===== src/rtl/ewb_pmem_arbiter.sv =====
// Shares the single pmem port between L2 line fills and eviction-write-buffer drains.
// Reads win over writebacks, reads that hit the buffered line are forwarded, and a counter bounds writeback starvation.
module ewb_pmem_arbiter #(
    parameter int unsigned STARVE_LIMIT = 4
) (
    input  logic         clk,
    input  logic         rst_n,
    input  logic         l2_read,
    input  logic [31:0]  l2_address,
    output logic [255:0] l2_rdata,
    output logic         l2_resp,
    input  logic         ewb_valid,
    input  logic [31:0]  ewb_address,
    input  logic [255:0] ewb_wdata,
    output logic         ewb_resp,
    output logic         pmem_read,
    output logic         pmem_write,
    output logic [31:0]  pmem_address,
    output logic [255:0] pmem_wdata,
    input  logic [255:0] pmem_rdata,
    input  logic         pmem_resp
);

    typedef enum logic [1:0] {
        IDLE,
        READ,
        WRITE,
        DONE
    } state_t;

    localparam logic [3:0] LIMIT = 4'(STARVE_LIMIT);

    state_t       state, state_d;
    logic         done_wr, done_wr_d;
    logic [3:0]   starve_cnt, starve_d;
    logic [31:0]  addr_q, addr_d;
    logic [255:0] data_q, data_d;
    logic         line_match;

    assign line_match = (l2_address[31:5] == ewb_address[31:5]);

    always_comb begin
        // NOTE: every variable gets its hold value first so no path leaves it unassigned (no latches).
        state_d   = state;
        done_wr_d = done_wr;
        starve_d  = starve_cnt;
        addr_d    = addr_q;
        data_d    = data_q;

        unique case (state)
            IDLE: begin
                if (l2_read && ewb_valid && line_match) begin
                    data_d    = ewb_wdata;
                    done_wr_d = 1'b0;
                    state_d   = DONE;
                end else if (ewb_valid && starve_cnt == LIMIT) begin
                    addr_d   = ewb_address;
                    data_d   = ewb_wdata;
                    starve_d = '0;
                    state_d  = WRITE;
                end else if (l2_read) begin
                    addr_d   = l2_address;
                    // Cannot already be at LIMIT here with ewb_valid set: that case forced a write above.
                    starve_d = ewb_valid ? starve_cnt + 4'd1 : '0;
                    state_d  = READ;
                end else if (ewb_valid) begin
                    addr_d   = ewb_address;
                    data_d   = ewb_wdata;
                    starve_d = '0;
                    state_d  = WRITE;
                end else begin
                    starve_d = '0;
                end
            end
            READ: begin
                if (pmem_resp) begin
                    data_d    = pmem_rdata;
                    done_wr_d = 1'b0;
                    state_d   = DONE;
                end
            end
            WRITE: begin
                if (pmem_resp) begin
                    done_wr_d = 1'b1;
                    state_d   = DONE;
                end
            end
            DONE: begin
                state_d = IDLE;
            end
            default: begin
                state_d = IDLE;
            end
        endcase
    end

    always_ff @(posedge clk) begin
        // NOTE: non-blocking assignments so every register samples pre-edge values.
        if (!rst_n) begin
            state      <= IDLE;
            done_wr    <= 1'b0;
            starve_cnt <= '0;
            addr_q     <= '0;
            data_q     <= '0;
        end else begin
            state      <= state_d;
            done_wr    <= done_wr_d;
            starve_cnt <= starve_d;
            addr_q     <= addr_d;
            data_q     <= data_d;
        end
    end

    // Outputs are gated by state so the port is quiet outside an active access.
    assign pmem_read    = (state == READ);
    assign pmem_write   = (state == WRITE);
    assign pmem_address = (pmem_read || pmem_write) ? addr_q : '0;
    assign pmem_wdata   = pmem_write ? data_q : '0;
    assign l2_resp      = (state == DONE) && !done_wr;
    assign ewb_resp     = (state == DONE) && done_wr;
    assign l2_rdata     = l2_resp ? data_q : '0;

endmodule


===== config.mk =====
export PLATFORM = sky130hd
export DESIGN_NAME = ewb_pmem_arbiter
export DESIGN_NICKNAME = d
export VERILOG_FILES = /design/src/rtl/ewb_pmem_arbiter.sv
export SDC_FILE = /design/constraint.sdc
export NUM_CORES = 1
export LEC_CHECK = 0
export CAP_MARGIN = 15
export CELL_PAD_IN_SITES_DETAIL_PLACEMENT = 1
export CELL_PAD_IN_SITES_GLOBAL_PLACEMENT = 2
export CORE_AREA = 2 2 434 436
export CTS_CLUSTER_DIAMETER = 150
export DETAILED_ROUTE_END_ITERATION = 12
export DIE_AREA = 0 0 436 438
export PLACE_DENSITY_LB_ADDON = 0.1
export SLEW_MARGIN = 40
export SYNTH_ARGS = -nofsm -noshare
export SYNTH_HDL_FRONTEND = slang
export SYNTH_SLANG_ARGS = --single-unit

===== constraint.sdc =====
create_clock -name clk -period 2.6 [get_ports clk]
set_input_delay 0.65 -clock clk [delete_from_list [all_inputs] [get_ports clk]]
set_output_delay 0.65 -clock clk [all_outputs]
set_load 0.1 [all_outputs]

==> impl_summary.txt <==
----------------------------------------------------
[Outcome]
  Result of the run ... finished, violations left
  Violated checks ... setup timing

[STA]
  Final critical-path share of the clock period ... 112%
  Unrepaired setup endpoints after global routing ... true
  Worst hold slack ... 0.454 ns
  Clock skew after layout ... 0.0203 ns
  Final Max Slew Viols ... 0
  Final number of hold-violating endpoints ... 0
  Peak Freq ... 344 MHz
  Final setup slack of the worst path ... -0.305 ns
  Tightest Pin Transition ... 0.984 ns
  Final Critical Period ... 2.90 ns
  Final number of setup-violating endpoints ... 525
  Relative slew slack ... roughly 34%

[Setup path]
  CP top delay family ... buffers and inverters
  Required time at the worst-slack endpoint ... 1.95 ns
  Cell repeated most along the worst path ... buf_12
  Startpoint of the worst register-to-register path ... state[1]
  Number of buffers and inverters on the critical path ... 5
  Arrival time of data at the critical path endpoint ... 2.25 ns
  Crit path launch type ... register
  Worst-case register-to-register setup slack ... 0.07 ns
  Capture instance of the worst register-to-register path ... data_q[2]
  Crit path capture type ... output pin
  Critical path, cell by cell ... ha_4, nor2b_4, buf_12, buf_12, clkbuf_16, clkbuf_16, and2_2, buf_12
  Largest stage delay, worst path ... ~0.35 ns
  Worst Setup Path Type ... register to output pin
  Largest driver fanout on the critical path ... 6
  Critical path's slowest cell ... dfxtp_4
  Worst Reg2Reg Path Length in Cells ... 11

[Die]
  Area of the die ... around 0.19 mm^2
  Core area ... 0.187 mm^2
  Initial Util ... 10.4%
  Die Y ... 438 um
  Number of rows in the core area ... approximately 160
  I/O pin total ... 1,129
  Die Width ... 436 um

[Clock network]
  Clock edge transition at the registers on the reported setup and hold paths ... 0.05 ns
  Clock network latency to the later pin of the worst-skew pair ... 0.62 ns
  CTS tree ... built
  Clock Tree Root ... clkbuf_16
  TritonCTS Sinks ... 295
  CTS HTree Levels ... 2
  # hold bufs at CTS ... 0
  TritonCTS Buffers ... 47
  Deepest clock path buffer count ... 3

[Drt]
  Detailed router's first-iteration violation count ... 812
  Remaining design rule violation count ... 0
  Number of nets with antenna violations after detailed routing ... 0
  Vias ... 22,000
  Total length of routed wires ... 163,000 um
  Number of iterations in the first detailed-routing pass ... 4
  Routed wirelength normalized by instance count ... ~27 um
  Routed vias/inst ... 3.64

[Cells and area]
  Fraction of final layout cells sized beyond drive strength 1 ... 47.5%
  Post-layout instance area ... 0.0442 mm^2
  Nets ... between 4,000 and 5,000
  Area growth from synthesis to layout ... 128%
  Final Core Density ... between 20% and 30%
  Count of filler cells inserted in the layout ... 21,100

[GRT]
  Gr usage total ... 15.8%
  Global-route wire length before repair ... 211,000 um
  Met1 layer usage reported by global route ... a little under a fifth
  Number of global-route vias before repair ... 23,400
  Met3 usage in global routing ... 3.83%
  Initial antenna violation count ... 26
  Maximum number of pins on one net before global-route repair ... 133
  Met2 layer usage reported by global route ... just under 30%
  GRT busiest layer ... met2
  Grt ovf ... 0

[Power]
  Leak Pwr ... 17.2 nW
  Peak VDD IR ... between 0.3 and 0.4 mV
  Design Power ... 38.6 mW
  Power density relative to cell area ... approximately 870 mW/mm^2

[Synth]
  Number of distinct library cell variants in the gate-level netlist after synthesis ... 46
  Sequential element share of the synthesized area ... 30.5%
  Syn_nets ... 2,900
  Synthesis warning total ... 0
  Largest area contributor in the netlist ... dfxtp_1
  Synthesized area divided by synthesized cell count ... 8.36 um^2
  Number of synthesized flops with an enable pin ... 0
  Most common flop cell mapped by yosys ... dfxtp_1
  Largest cells by area after synthesis ... dfxtp_1 (31%), and2_1 (18%), a22oi_2 (16%), or3_1 (7.3%), nand2_1 (6.3%)
  Proportion of register bits with asynchronous set or reset after synthesis ... 0%
  Count of mapped cells out of synthesis ... 2,312
  Flip-flop and latch count after synthesis ... 295
  Yosys top cell area share ... 30.5%
  Total standard cell area after synthesis ... ~0.019 mm^2

[Placement]
  Number of input and output port buffers inserted ... 1,128
  Area after DPL ... 0.0404 mm^2
  Placed wire-length estimate ... between 100,000 and 150,000 um
  Placer Congestion ... 0.782

[Min path]
  Min-Delay Endpoint ... addr_q[13]
  Worst min-delay path class ... register to register
  Instance count along the most critical hold path ... 2
  Startpoint of the lowest-slack hold path ... addr_q[13]

[Run]
  Max-cap violations ... 0

----------------------------------------------------
-- cells in the mapped netlist (3+ instances only) --
master	n
o21ai_0	231
or3_1	225
xnor2_1	12
o22ai_1	31
buf_8	23
a21oi_1	8
nor4_1	6
mux2_2	32
nand3_1	4
nor2_1	7
inv_1	8
buf_2	4
a22oi_1	16
clkbuf_1	176
nand2_1	326
mux2i_1	34
xor2_1	15
a22oi_2	240
and2_1	546
buf_6	31
ha_1	7
nand4_1	4
o21a_1	3
dfxtp_1	295
-- layout by cell type (no fill, tap or decap), types with 80 or more instances in the layout --
| cell type | n |
|---|---|
| a22oi_2 | 240 |
| and2_2 | 284 |
| and2_4 | 224 |
| buf_12 | 606 |
| buf_4 | 132 |
| clkbuf_16 | 80 |
| clkdlybuf4s50_1 | 579 |
| dfxtp_1 | 293 |
| nand2_1 | 325 |
| o21ai_0 | 230 |
| or3_1 | 225 |
-- worst max path at each step --
stage / startpoint / end / slack [ns] / cells after the start
6_report: state[0] / l2_rdata[179] / -0.30 / 8
5_1_grt: state[0] / l2_rdata[179] / -0.39 / 8
4_1_cts: state[0] / l2_rdata[17] / -0.46 / 9
3_5_place_dp: ewb_address[17] / data_q[224] / -0.60 / 10
3_3_place_gp: ewb_address[7] / data_q[205] / -0.56 / 10
2_1_floorplan: state[1] / l2_rdata[246] / -0.26 / 4
-- per-layer routing --
metal	wire [um]	vias to the layer above	part of all wire (%)
met2	86600	605	53
met1	65500	10900	40
met5	40	-	0.025
met3	8470	113	5.2
li1	-	10400	-
met4	2180	6	1.3
-- power by group --
part / switching, mW / total (mW) / internal [mW] / leakage (nW)
Combinational: 15.0 / 24.5 / 9.51 / 14.0
Clock: 2.57 / 6.52 / 3.95 / 0.763
Sequential: 1.43 / 7.54 / 6.11 / 2.44
-- cell families (layout without fill, tap and decap cells) --
family	count (synthesis)	count (layout)	share of synthesized area, %
AOI/OAI and AO/OA	537	537	23.9
xor gates and xnor gates	27	27	1.22
adders and majority gates	7	7	0.453
buffers and inverters	247	1477	7.57
DFF	295	295	30.5
muxes	67	67	3.68
other	0	5	0
and+or+nand+nor	1132	1132	32.6
-- final cells by class --
cell class	count	area [um^2]	share of cell area, %
multi-input cells	1770	12900	29.3
clock buffers	65	1380	3.12
flip-flops and latches	295	5910	13.4
repair buffers	1390	20600	46.7
diodes	5	12.5	0.0283
well taps	2495	3120	7.07
inverters	8	42.5	0.0963
clock inverters	14	149	0.337
-- worst register-to-register path, cell delays in order (launching register included) --
cell and delay [ns]:
dfxtp_4 0.35, buf_6 0.12, inv_1 0.11, ha_4 0.21, mux2_1 0.33, nand3_1 0.14, nor4_1 0.07, buf_4 0.14
a21oi_4 0.34, buf_12 0.27, buf_4 0.24, a22oi_2 0.07
-- state kept, by name, summed over array words and instances, names as in the netlist --
| register | count |
|---|---|
| data_q | 256 |
| done_wr | 1 |
| state | 2 |
| starve_cnt | 4 |
| addr_q | 32 |
-- stage by stage --
stage	instances	setup TNS (ns)	setup WS, ns
2_1_floorplan	2312	-0.260	-0.260
3_3_place_gp	5875	-150.58	-0.556
3_5_place_dp	5875	-160.15	-0.600
4_1_cts	5983	-174.40	-0.457
5_1_grt	6040	-173.27	-0.391
6_report	6042	-101.26	-0.305
-- what timing repair did --
item | 4_1_cts | 5_1_grt
gates resized for setup | 118 | 197
pin swaps | 25 | 11
buffers inserted | 16 | 27
cloned | 13 | 34
endpoints found under the setup margin | 557 | 792
(Power assumes the default switching activity.)
